===== src/rtl/compare_seq.sv =====
// Multi-cycle wide-operand comparator: walks 16-bit chunks MS-first through one shared
// 16-bit comparator and stops at the first unequal chunk. Valid/ready request and response.

module compare_16bit (
  input  logic [15:0] a_i,
  input  logic [15:0] b_i,
  output logic        equal_o,
  output logic        alarger_o,
  output logic        blarger_o
);

  assign equal_o   = (a_i == b_i);
  assign alarger_o = (a_i > b_i);
  assign blarger_o = (a_i < b_i);

endmodule

module compare_seq #(
  parameter int unsigned WIDTH = 64
) (
  input  logic             clk_i,
  input  logic             rst_ni,
  input  logic             flush_i,
  input  logic             req_valid_i,
  output logic             req_ready_o,
  input  logic [WIDTH-1:0] a_i,
  input  logic [WIDTH-1:0] b_i,
  input  logic             signed_i,
  output logic             rsp_valid_o,
  input  logic             rsp_ready_i,
  output logic             equal_o,
  output logic             alarger_o,
  output logic             blarger_o,
  output logic             busy_o
);

  localparam int unsigned NCHUNK = WIDTH / 16;
  localparam int unsigned IdxW   = (NCHUNK > 1) ? $clog2(NCHUNK) : 1;
  localparam logic [IdxW-1:0] IdxTop = IdxW'(NCHUNK - 1);

  if ((WIDTH % 16) != 0 || WIDTH < 16 || WIDTH > 256) begin : g_bad_width
    $error("compare_seq: WIDTH must be a multiple of 16 in the range 16..256");
  end

  typedef enum logic [1:0] {StIdle, StCmp, StResp} state_e;

  state_e                   state_q, state_d;
  logic [IdxW-1:0]          idx_q, idx_d;
  logic [NCHUNK-1:0][15:0]  a_q, a_d;
  logic [NCHUNK-1:0][15:0]  b_q, b_d;
  logic                     signed_q, signed_d;
  logic                     equal_q, equal_d;
  logic                     alarger_q, alarger_d;
  logic                     blarger_q, blarger_d;

  logic        flip_msb;
  logic [15:0] chunk_a, chunk_b;
  logic        cmp_eq, cmp_agt, cmp_bgt;

  // Offset-binary trick: flipping the sign bit of the top chunk turns a signed compare
  // into an unsigned one; lower chunks carry pure magnitude.
  assign flip_msb = signed_q && (idx_q == IdxTop);
  assign chunk_a  = a_q[idx_q] ^ {flip_msb, 15'b0};
  assign chunk_b  = b_q[idx_q] ^ {flip_msb, 15'b0};

  compare_16bit u_cmp (
    .a_i       (chunk_a),
    .b_i       (chunk_b),
    .equal_o   (cmp_eq),
    .alarger_o (cmp_agt),
    .blarger_o (cmp_bgt)
  );

  always_comb begin
    state_d   = state_q;
    idx_d     = idx_q;
    a_d       = a_q;
    b_d       = b_q;
    signed_d  = signed_q;
    equal_d   = equal_q;
    alarger_d = alarger_q;
    blarger_d = blarger_q;

    if (flush_i) begin
      state_d = StIdle;
    end else begin
      unique case (state_q)
        StIdle: begin
          if (req_valid_i) begin
            a_d      = a_i;
            b_d      = b_i;
            signed_d = signed_i;
            idx_d    = IdxTop;
            state_d  = StCmp;
          end
        end
        StCmp: begin
          if (!cmp_eq) begin
            equal_d   = 1'b0;
            alarger_d = cmp_agt;
            blarger_d = cmp_bgt;
            state_d   = StResp;
          end else if (idx_q == '0) begin
            equal_d   = 1'b1;
            alarger_d = 1'b0;
            blarger_d = 1'b0;
            state_d   = StResp;
          end else begin
            idx_d = idx_q - 1'b1;
          end
        end
        StResp: begin
          if (rsp_ready_i) begin
            state_d = StIdle;
          end
        end
        default: state_d = StIdle;
      endcase
    end
  end

  always_ff @(posedge clk_i or negedge rst_ni) begin
    if (!rst_ni) begin
      state_q   <= StIdle;
      idx_q     <= '0;
      a_q       <= '0;
      b_q       <= '0;
      signed_q  <= 1'b0;
      equal_q   <= 1'b0;
      alarger_q <= 1'b0;
      blarger_q <= 1'b0;
    end else begin
      state_q   <= state_d;
      idx_q     <= idx_d;
      a_q       <= a_d;
      b_q       <= b_d;
      signed_q  <= signed_d;
      equal_q   <= equal_d;
      alarger_q <= alarger_d;
      blarger_q <= blarger_d;
    end
  end

  assign req_ready_o = (state_q == StIdle);
  assign busy_o      = (state_q != StIdle);
  assign rsp_valid_o = (state_q == StResp);
  assign equal_o     = equal_q;
  assign alarger_o   = alarger_q;
  assign blarger_o   = blarger_q;

endmodule


===== config.mk =====
export PLATFORM = sky130hd
export DESIGN_NAME = compare_seq
export DESIGN_NICKNAME = d
export VERILOG_FILES = /design/src/rtl/compare_seq.sv
export SDC_FILE = /design/constraint.sdc
export NUM_CORES = 1
export LEC_CHECK = 0
export ABC_AREA = 1
export BUFFER_PORTS_ARGS = -buffer_cell sky130_fd_sc_hd__buf_4
export CAP_MARGIN = 0
export CORE_MARGIN = 2
export CORE_UTILIZATION = 59
export CTS_CLUSTER_DIAMETER = 30
export DETAILED_ROUTE_END_ITERATION = 6
export PLACE_DENSITY_LB_ADDON = 0.15
export SYNTH_ARGS = -nofsm -noshare
export SYNTH_HDL_FRONTEND = slang
export SYNTH_SLANG_ARGS = --single-unit

===== constraint.sdc =====
create_clock -name clk_i -period 4.36 [get_ports clk_i]
set_input_delay 0.218 -clock clk_i [delete_from_list [all_inputs] [get_ports clk_i]]
set_output_delay 0.218 -clock clk_i [all_outputs]
set_load 0.01 [all_outputs]

Yosys cells after proc, flatten, opt, wreduce, memory -nomap -nowiden
Index checks and enable logic that the tools add are counted.

Bits in registers: 136. Output and inout bits: 6.

$add $sub $neg: 1. Mux-type cells: 19. Bitwise gates (word level): 3. Reductions and logical operators: 9. Equal/unequal tests: 11. Order comparisons: 3.

Operators with widths (number): $bmux 16 s2 (2); $mux 16 (2); $xor 16x16->16 (2); $eq 16x16->1 (1); $gt 16x16->1 (1); $lt 16x16->1 (1); $mux 2 (8); $reduce_and 3->1 (3); $ne 2x2->1 const B (3); $pmux 2 s3 (1); $mux 1 (5); $reduce_and 5->1 (1); $eq 2x2->1 const B (2); $logic_not 2->1 (2); $ne 4x4->1 const B (1); $pmux 2 s2 (1); $reduce_bool 2->1 (2); $lt 2x3->1 const B (1); $ne 3x2->1 const B (1); $ne 3x3->1 const B (1); $eq 2x1->1 const B (1); $ne 2x1->1 const B (1); $sub 2x1->2 const B (1); $logic_and 1x1->1 (1); $not 1->1 (1).

Longest topological paths before layout
Gate-level depths: netlist of the first run.

Word-level depth: 7. Depth in mapped cells: 17. Gate-level depth less buffers: 15.

Modules after synthesis
A second synthesis of the first run with hierarchy kept.

Cells, all modules: 854. Area, all modules: 6988.0 µm².

By module, submodules not included: compare_seq (instances 1, cells an instance 781, area an instance 6548.8 µm²); compare_16bit (instances 1, cells an instance 73, area an instance 439.2 µm²).

Worst setup path before layout of the first run
Ideal clock, no wire load.

Path kind: register to register. From: register idx_q[0]. To: register idx_q[0]. Stages on the path, launching flop included: 15. Path slack: 2028 ps. Clock period less this slack: 2332 ps. Arrival: 2266 ps. Library setup time: 66 ps. Buffers on the path: 2. Path through: dfrtp_1 > inv_1 > clkbuf_1 > clkbuf_1 > nand2_1 > a32o_1 > ha_1 > nand2_1 > nor2_1 > nand2_1 > nor2_1 > nand3_1 > nand2_2 > o21ai_0 > nand2_1.

Word-level cells in the longest chain between the ends: 6.

Ends and longest elaborated chain: from (decl) (RTL line 48) `logic [IdxW-1:0] idx_q, idx_d;`; from (signal assigned) (RTL line 134) `idx_q <= idx_d;`; $bmux 16 s2, or another cell as far along (RTL line 63) `assign chunk_a = a_q[idx_q] ^ {flip_msb, 15'b0};`; $mux 16 (implied by the code), or another cell as far along (RTL line 63); $xor 16x16->16 (on tied branches) (RTL line 63, 64); $eq 16x16->1 (RTL line 12) `assign equal_o = (a_i == b_i);`; $ne 2x2->1 (no source line); $reduce_and 5->1 (no source line).

Several ways; a longest one is shown, not always the timed one. The select of a mux whose other input is x is not followed. A chain may end at the register's enable or synchronous reset.

Final worst setup path of the first run
From: register idx_q[1]. To: register idx_q[0].

Word-level cells in the longest chain between the ends: 6.

Ends and longest elaborated chain (RTL line): $bmux 16 s2, or another cell as far along (63); $mux 16 (implied by the code), or another cell as far along (63); $xor 16x16->16 (on tied branches) (63, 64); $eq 16x16->1 (12); $ne 2x2->1 (no source line); $reduce_and 5->1 (no source line) *.

Every way passes the cells marked *; elsewhere a longest branch is shown, timed or not. The select of a mux whose other input is x is not followed.

==> flow_summary.json, run 1 <==
{
  "run_status": "finished clean",
  "synth_most_common_cell": "dfrtp_1",
  "ys_seq_area_share_pct": 50.4,
  "numPortBuffers": 139,
  "cellPowerDensity_nw_per_um2": 510,
  "worstSetupEndpointType": "register",
  "cp_data_required_time_ns": 4.71,
  "r2r-start": "idx_q[1]",
  "layout-drive-gt1-share_pct": 43.6,
  "yosys.area.top_type_share_pct": 50.4,
  "place_area_sq_um": 7830,
  "clockPowerShare_pct": 31.1,
  "path_common_cell": "nand2_1",
  "ys_async_sr_fraction_pct": 100,
  "io_pins": 140,
  "htreeDepth": 4,
  "setup_slack_ns": 1.05,
  "synth_edf_count": 0,
  "synth_area_leaders": "dfrtp_1, mux2_4, mux2_2, nand2_1, ha_1",
  "p_leak_nw": 4.16,
  "startpoint": "idx_q[1]",
  "slew_headroom_pct": 28.2,
  "cp_top_family": "buffers and inverters",
  "synth_cell_types": 23,
  "wire_per_inst_microns": 18.4,
  "routed_wl_microns": 15500,
  "num_rows": 39,
  "dieArea_sq_um": 12300,
  "core_sq_um": 11300,
  "comb_power_share_pct": 28.8,
  "synth_top_flop_cell": "dfrtp_1",
  "initial_core_util_pct": 59.9,
  "synthTopCellsByCount": "dfrtp_1, mux2_4, nand2_1, nor2_1, mux2_2",
  "drt_iter0_drc": 317,
  "place.gp.congestion": 0.821,
  "r2r-end": "idx_q[0]",
  "synth_nets": 706,
  "slew_violations": 0,
  "crit_buf_inv": 3,
  "pwr-share-seq_pct": 40.1,
  "syn-cell-area_sq_um": 6760,
  "grt_first_pass_wirelength_microns": 25500,
  "cp-start-kind": "register",
  "cts_tree": "built",
  "num_vias": 4670,
  "netSwitchingFraction_pct": 29.0,
  "fmaxAchievable_ghz": 0.302,
  "finalHoldViolations": 0,
  "yosys_warnings": 0,
  "synth.avg_cell_area_sq_um": 12.2,
  "fin_skew_ns": 0.00819,
  "cts_sinks": 136,
  "cap_violations": 0,
  "dr.pass1.iters": 4,
  "min_period_ns": 3.31,
  "setup_viol": 0,
  "hold_class": "input pin to register",
  "fin_crit_sh_pct": 75.9,
  "clockBufferDepth": 2,
  "slowest_delay_ns": 0.60,
  "critPathCapture": "idx_q[0]",
  "tns_ns": 0,
  "cts-root-buf": "clkbuf_16",
  "final_area_sq_um": 8390,
  "antenna-diode-count": 0,
  "ir_worst_vdd_mv": 0.408,
  "synth_seq_cells": 136,
  "insertion_delay_ns": 0.42,
  "hpwl_microns": 10300,
  "synth.largest_area_cell": "dfrtp_1",
  "grt.total_usage_pct": 26.5,
  "cp_num_cells": 14,
  "crit_fanout": 22,
  "cts_buffers": 17,
  "rsz0062_at_grt": "false",
  "grt-ovfl-total": 0,
  "slowest_stage": "dfrtp_1",
  "antenna_found_initial": 0,
  "critical_path_class": "register to register",
  "die_w_microns": 111,
  "drc": 0,
  "clk_pin_slew_worst_paths_ns": 0.05,
  "worst_slew_pin_slew_ns": 1.08,
  "via_per_inst": 5.56,
  "power_switching_w": 0.00124,
  "crit_arrival_ns": 3.66,
  "pre_cts_slack_ns": 1.10,
  "antenna_left": 0,
  "r2r_slack_ns": 1.05,
  "dieHeight_microns": 111,
  "grt_start_max_net_pins": 105,
  "area_growth_pct": 24.2,
  "syn_inst": 554,
  "nNetsFinal": 837,
  "internal_power_w": 0.00304,
  "crit_path_cell_trace": "inv_1 > buf_4 > buf_4 > a21oi_1 > a32o_1 > ha_1 > nand2_1 > nor2_1 > nand2_1 > nor2_1 > nand3_1 > nand2_2 > o21ai_0 > nand2_1",
  "first_global_vias": 4848,
  "ff2ff_path_depth": 14
}
metrics by stage:
step / power, W / utilization (%) / hold WS, ns / instances
after global placement: 0.00290 / 69.4 / 0.361 / 807
after global routing: 0.00454 / 74.4 / 0.0129 / 840
after CTS: 0.00430 / 74.4 / 0.0104 / 840
after floorplan: 0.00256 / - / -0.0776 / 554
final: 0.00428 / 74.4 / 0.0265 / 840
after detailed placement: 0.00295 / 69.4 / 0.358 / 807
power by group through the flow:
stage	clock, W	combinational (W)	sequential, W
floorplan	0	0.000903	0.00166
CTS	0.00135	0.00124	0.00171
global placement	0	0.00118	0.00172
finish	0.00133	0.00123	0.00172
detailed placement	0	0.00122	0.00172
global route	0.00142	0.00138	0.00174
kinds of logic after synthesis:
family,after synthesis,synth area share [%]
and+or+nand+nor,130,7.46
adders and majority gates,18,3.33
xor gates and xnor gates,2,0.259
muxes,129,26.4
buffers and inverters,46,3.78
AOI/OAI and AO/OA,93,8.41
DFF,136,50.4
final cells by class:
type / count / area, sq um
Tap cell: 143 / 179
Clock buffer: 28 / 507
Multi-Input combinational cell: 372 / 3110
Clock inverter: 3 / 40.0
Inverter: 12 / 45.0
Sequential cell: 136 / 3400
Timing Repair Buffer: 146 / 1100
Fill cell: 754 / 2880
sequential cells by signal, summed over array words and instances (netlist names):
register	flops
equal_o	1
b_q	64
blarger_o	1
a_q	64
idx_q	2
state_q	2
signed_q	1
alarger_o	1
timing repair:
action / CTS / global route
setup buffers: 0 / 0
resized for setup: 0 / 0
hold buffers: 2 / 0
endpoints found under the hold margin: 96 / 0
how the worst min path moves through the flow:
stage / cells after the start / from / to
2_1_floorplan: 0 / rst_ni / a_q[0]
3_5_place_dp: 1 / rst_ni / b_q[19]
5_1_grt: 2 / a_i[8] / a_q[8]
3_3_place_gp: 1 / rst_ni / b_q[51]
6_report: 2 / a_i[8] / a_q[8]
4_1_cts: 2 / a_i[8] / a_q[8]
placed cells by master, fill, tap and decap left out:
cell / count
a21o_1: 1
a21oi_1: 22
a32o_1: 15
buf_4: 143
buf_6: 1
bufinv_16: 1
clkbuf_1: 7
clkbuf_16: 17
clkbuf_8: 4
clkinv_2: 2
dfrtp_1: 135
dfrtp_2: 1
dlygate4sd3_1: 2
ha_1: 18
inv_1: 10
inv_2: 2
mux2_2: 41
mux2_4: 88
nand2_1: 77
nand2_2: 1
nand2_8: 1
nand3_1: 5
nor2_1: 44
nor2_2: 2
o21ai_0: 37
o22ai_1: 17
o41ai_1: 1
xnor2_1: 1
xor2_1: 1
layer usage:
| layer | track usage [%] | wire length (microns) | vias to the layer above |
|---|---|---|---|
| met5 | 0 | 0 | - |
| met4 | 7.90 | 138 | 0 |
| met3 | 6.51 | 916 | 9 |
| met2 | 39.5 | 7160 | 182 |
| met1 | 39.0 | 7260 | 2280 |
| li1 | - | - | 2199 |
Power figures use the tool's default switching activity.
==> run 2: changes to the inputs <==
--- a/config.mk
+++ b/config.mk
@@ -9,7 +9,7 @@
 export BUFFER_PORTS_ARGS = -buffer_cell sky130_fd_sc_hd__buf_4
 export CAP_MARGIN = 0
 export CORE_MARGIN = 2
-export CORE_UTILIZATION = 59
+export CORE_UTILIZATION = 55
 export CTS_CLUSTER_DIAMETER = 30
 export DETAILED_ROUTE_END_ITERATION = 6
 export PLACE_DENSITY_LB_ADDON = 0.15
==> constraint.sdc (replaced) <==
create_clock -name clk_i -period 3.1 [get_ports clk_i]
set_input_delay 0.155 -clock clk_i [delete_from_list [all_inputs] [get_ports clk_i]]
set_output_delay 0.155 -clock clk_i [all_outputs]
set_load 0.01 [all_outputs]
==> flow_summary.json, run 2 (synthesized netlist as in run 1, its figures left out) <==
{
  "routed_wl_microns": 18200,
  "crit_fanout": 66,
  "cp-start-kind": "register",
  "layout-drive-gt1-share_pct": 38.1,
  "postCtsSetupRepairBufs": 0,
  "cellPowerDensity_nw_per_um2": 651,
  "worstSetupEndpointType": "register",
  "r2r-end": "idx_q[1]",
  "fmaxAchievable_ghz": 0.380,
  "cap_violations": 0,
  "antenna-diode-count": 0,
  "place.gp.congestion": 0.828,
  "r2r-start": "idx_q[0]",
  "p_leak_nw": 4.75,
  "reg.largest.list": "a_q x64, b_q x64",
  "wire_per_inst_microns": 18.6,
  "hold_class": "input pin to async pin",
  "grt-ovfl-total": 0,
  "cts-root-buf": "clkbuf_16",
  "htreeDepth": 4,
  "layout_commonest_cell": "buf_4",
  "setup_viol": 0,
  "dr.pass1.iters": 5,
  "slew_violations": 0,
  "critical_path_class": "register to register",
  "rsz0062_at_grt": "false",
  "ff2ff_path_depth": 12,
  "cts_tree": "built",
  "via_per_inst": 5.34,
  "finalHoldViolations": 0,
  "cts_sinks": 136,
  "slew_headroom_pct": 50.0,
  "area_growth_pct": 45.2,
  "fillerInstances": 668,
  "die_w_microns": 115,
  "core_sq_um": 12000,
  "finish.utilization_pct": 81.7,
  "first_global_vias": 5799,
  "r2r_slack_ns": 0.47,
  "numPortBuffers": 139,
  "nNetsFinal": 972,
  "worst_slew_pin_slew_ns": 0.750,
  "min_period_ns": 2.63,
  "cts_hold_buf": 132,
  "hpwl_microns": 10400,
  "ir_worst_vdd_mv": 0.429,
  "num_vias": 5236,
  "antenna_left": 0,
  "ctsResizeCount": 0,
  "fin_skew_ns": 0.00623,
  "crit_path_cell_trace": "buf_4 > o21ai_0 > o22ai_1 > xor2_1 > ha_1 > nand2_1 > nor2_1 > nand2_1 > nor2_1 > nand3_1 > nand2_2 > o21ai_0",
  "clockBufferDepth": 2,
  "grt.total_usage_pct": 29.4,
  "slowest_stage": "buf_4",
  "antenna_found_initial": 0,
  "crit_arrival_ns": 2.92,
  "cp_data_required_time_ns": 3.39,
  "dieHeight_microns": 115,
  "drt_iter0_drc": 399,
  "final_cell_mix": "buf_4, dfrtp_1, dlygate4sd3_1",
  "cts_buffers": 17,
  "drc": 0,
  "grt_start_max_net_pins": 85,
  "tns_ns": 0,
  "num_rows": 40,
  "run_status": "finished clean",
  "insertion_delay_ns": 0.42,
  "io_pins": 140,
  "grt_first_pass_wirelength_microns": 29400,
  "fin_crit_sh_pct": 84.8,
  "initial_core_util_pct": 56.2,
  "clk_pin_slew_worst_paths_ns": 0.06,
  "slowest_delay_ns": 0.54,
  "dieArea_sq_um": 13200
}
run 2: cell types whose count changed in the layout (fill, tap and decap cells not counted), sizes merged:
cell         previous run  this run
clkinv                  2         9
clkbuf                 28        18
dlygate4sd3             2       132
inv                    12        11
bufinv                  1         3
clkinvlp                0         3
buf                   144       149
run 2: layer usage:
metal	track usage, %	vias up	share of wire (%)
met4	9.88	0	2.2
li1	-	2476	-
met5	0	-	0
met1	37.3	2546	42
met2	50.0	181	50
met3	7.06	33	5.5
run 2: worst max path at each step:
| stage | startpoint | end | slack [ns] | depth (start not counted) |
|---|---|---|---|---|
| 2_1_floorplan | idx_q[0] | idx_q[0] | 0.77 | 14 |
| 3_3_place_gp | idx_q[0] | idx_q[0] | 0.58 | 13 |
| 3_5_place_dp | idx_q[0] | idx_q[1] | 0.49 | 12 |
| 4_1_cts | idx_q[0] | idx_q[1] | 0.48 | 12 |
| 5_1_grt | idx_q[0] | idx_q[1] | 0.19 | 13 |
| 6_report | idx_q[0] | idx_q[1] | 0.47 | 12 |
run 2: final cells by class:
class / count / area, sq um / share of cell area (%)
timing repair buffer: 281 / 2470 / 25.2
clock inverter: 14 / 156 / 1.59
multi-input combinational: 372 / 3110 / 31.7
sequential: 136 / 3400 / 34.7
tap: 147 / 184 / 1.87
inverter: 12 / 45.0 / 0.459
clock buffer: 18 / 439 / 4.48
run 2: report_power, final:
part / leakage, nW / total, W / internal, W / switching [W]
Clock: 0.291 / 0.00206 / 0.00127 / 0.000781
Combinational: 2.86 / 0.00193 / 0.00105 / 0.000872
Sequential: 1.60 / 0.00240 / 0.00216 / 0.000242
Total: 4.75 / 0.00638 / 0.00449 / 0.00190
run 2: worst max-delay path: cells and delay by family (launching register included):
kind	cells	cell delay, ns
adders and majority gates	1	0.30
AOI/OAI and AO/OA	3	0.51
DFF	1	0.36
buffers and inverters	1	0.54
xor gates and xnor gates	1	0.10
and+or+nand+nor	6	0.66
run 2: stage by stage:
step | instance area (sq um) | instances | hold slack, ns | setup slack (ns) | total power (W)
after floorplan | 6760 | 554 | -0.141 | 0.768 | 0.00361
after global placement | 7890 | 816 | 0.252 | 0.581 | 0.00410
after detailed placement | 7890 | 816 | 0.261 | 0.487 | 0.00416
after CTS | 9810 | 980 | 0.370 | 0.483 | 0.00635
after global routing | 9810 | 980 | 0.394 | 0.193 | 0.00673
final | 9810 | 980 | 0.349 | 0.471 | 0.00638
==> run 3: changes to the inputs <==
==> constraint.sdc (replaced) <==
create_clock -name clk_i -period 2.6 [get_ports clk_i]
set_input_delay 0.13 -clock clk_i [delete_from_list [all_inputs] [get_ports clk_i]]
set_output_delay 0.13 -clock clk_i [all_outputs]
set_load 0.01 [all_outputs]
==> flow_summary.json, run 3 (synthesized netlist as in run 1, its figures left out) <==
{
  "run_status": "finished clean",
  "slowest_stage": "dfrtp_2",
  "place.gp.congestion": 0.893,
  "cap_violations": 0,
  "drc": 0,
  "fmaxAchievable_ghz": 0.433,
  "nNetsFinal": 978,
  "antenna_found_initial": 0,
  "use_met1_pct": 37.1,
  "cp-start-kind": "register",
  "dr.pass1.iters": 4,
  "crit_path_cell_trace": "inv_2 > buf_12 > nand2_1 > a32o_1 > ha_1 > nand2_1 > nor2_1 > nand2_1 > nor2_2 > nand3_1 > nand2_2 > o21ai_0 > nand2_1",
  "r2r-start": "idx_q[0]",
  "cts-root-buf": "clkbuf_16",
  "routed_wl_microns": 18700,
  "setup_viol": 0,
  "cts_tree": "built",
  "hpwl_microns": 10800,
  "drt_iter0_drc": 322,
  "dieArea_sq_um": 13200,
  "min_period_ns": 2.31,
  "grt_start_max_net_pins": 77,
  "slew_headroom_pct": 52.4,
  "finalHoldViolations": 0,
  "ir_worst_vdd_mv": 0.501,
  "dieHeight_microns": 115,
  "clockBufferDepth": 2,
  "insertion_delay_ns": 0.42,
  "finish.utilization_pct": 82.4,
  "cp_data_required_time_ns": 2.95,
  "ff2ff_path_depth": 13,
  "tns_ns": 0,
  "hold_class": "input pin to async pin",
  "io_pins": 140,
  "area_growth_pct": 46.5,
  "worstSetupEndpointType": "register",
  "first_global_vias": 5750,
  "reg.largest.list": "a_q x64, b_q x64",
  "path_common_cell": "nand2_1",
  "cp_top_family": "simple AND/OR/NAND/NOR gates",
  "grt.total_usage_pct": 29.7,
  "core_sq_um": 12000,
  "antenna-diode-count": 0,
  "critical_path_class": "register to register",
  "num_vias": 5326,
  "slew_violations": 0,
  "gr-usage-met2_pct": 51.3,
  "p_leak_nw": 4.80,
  "fin_crit_sh_pct": 88.9,
  "cts_sinks": 136,
  "cts_buffers": 17,
  "dp_cells": 821,
  "htreeDepth": 4,
  "num_rows": 40,
  "crit_arrival_ns": 2.66,
  "via_per_inst": 5.40,
  "cp_num_cells": 13,
  "layout-drive-gt1-share_pct": 38.4,
  "instances_no_fill": 986,
  "crit_buf_inv": 2,
  "r2r-end": "idx_q[0]",
  "grt-ovfl-total": 0,
  "slowest_delay_ns": 0.45,
  "grt_first_pass_wirelength_microns": 29500,
  "r2r_slack_ns": 0.29,
  "clk_pin_slew_worst_paths_ns": 0.05,
  "final_cell_mix": "buf_4, dfrtp_1, dlygate4sd3_1",
  "initial_core_util_pct": 56.2,
  "die_w_microns": 115,
  "grt-busiest-layer": "met2",
  "rsz0062_at_grt": "false",
  "layout_commonest_cell": "buf_4",
  "numPortBuffers": 139,
  "hold_ws_ns": 0.285,
  "crit_fanout": 26,
  "wire_per_inst_microns": 19.0,
  "antenna_left": 0,
  "fillerInstances": 667,
  "worst_slew_pin_slew_ns": 0.714,
  "global_route.usage.met3_pct": 7.01,
  "fin_skew_ns": 0.00655,
  "cellPowerDensity_nw_per_um2": 771
}
[run 3: layout make-up]
class / instances / area (sq um) / area share [%]
Tap cell: 147 / 184 / 1.86
Clock inverter: 8 / 92.6 / 0.936
Sequential cell: 136 / 3400 / 34.4
Clock buffer: 24 / 502 / 5.07
Multi-Input combinational cell: 372 / 3110 / 31.5
Timing Repair Buffer: 287 / 2550 / 25.8
Inverter: 12 / 45.0 / 0.455
[run 3: what timing repair did]
action	in CTS	in global routing
endpoints found under the setup margin	0	3
buffers inserted	0	1
endpoints found under the hold margin	203	0
resized for setup	0	2
hold buffers	132	0
[run 3: layer usage]
layer | share of wire (%) | wire (microns) | up-vias
met5 | 0 | 0 | -
met4 | 2.2 | 413 | 0
met3 | 4.7 | 873 | 33
met2 | 51 | 9570 | 165
met1 | 42 | 7880 | 2640
li1 | - | - | 2488
[run 3: report_power, final]
group	internal [W]	switching (W)
Sequential	0.00257	0.000310
Clock	0.00153	0.000883
Combinational	0.00129	0.00104
Total	0.00540	0.00223
[run 3: how the worst max path moves through the flow]
stage,start,endpoint
after floorplan,idx_q[0],idx_q[0]
after CTS,idx_q[0],idx_q[0]
after global placement,idx_q[0],idx_q[0]
final,idx_q[0],idx_q[0]
after global routing,idx_q[0],idx_q[0]
after detailed placement,idx_q[0],idx_q[0]
[run 3: per-stage QoR]
step                total power (W)  area, sq um  worst slack [ns]
CTS                         0.00760         9880             0.228
global placement            0.00493         7970             0.338
detailed placement          0.00500         7970             0.250
finish                      0.00763         9900             0.288
global route                0.00803         9900            0.0521
floorplan                   0.00430         6760             0.268
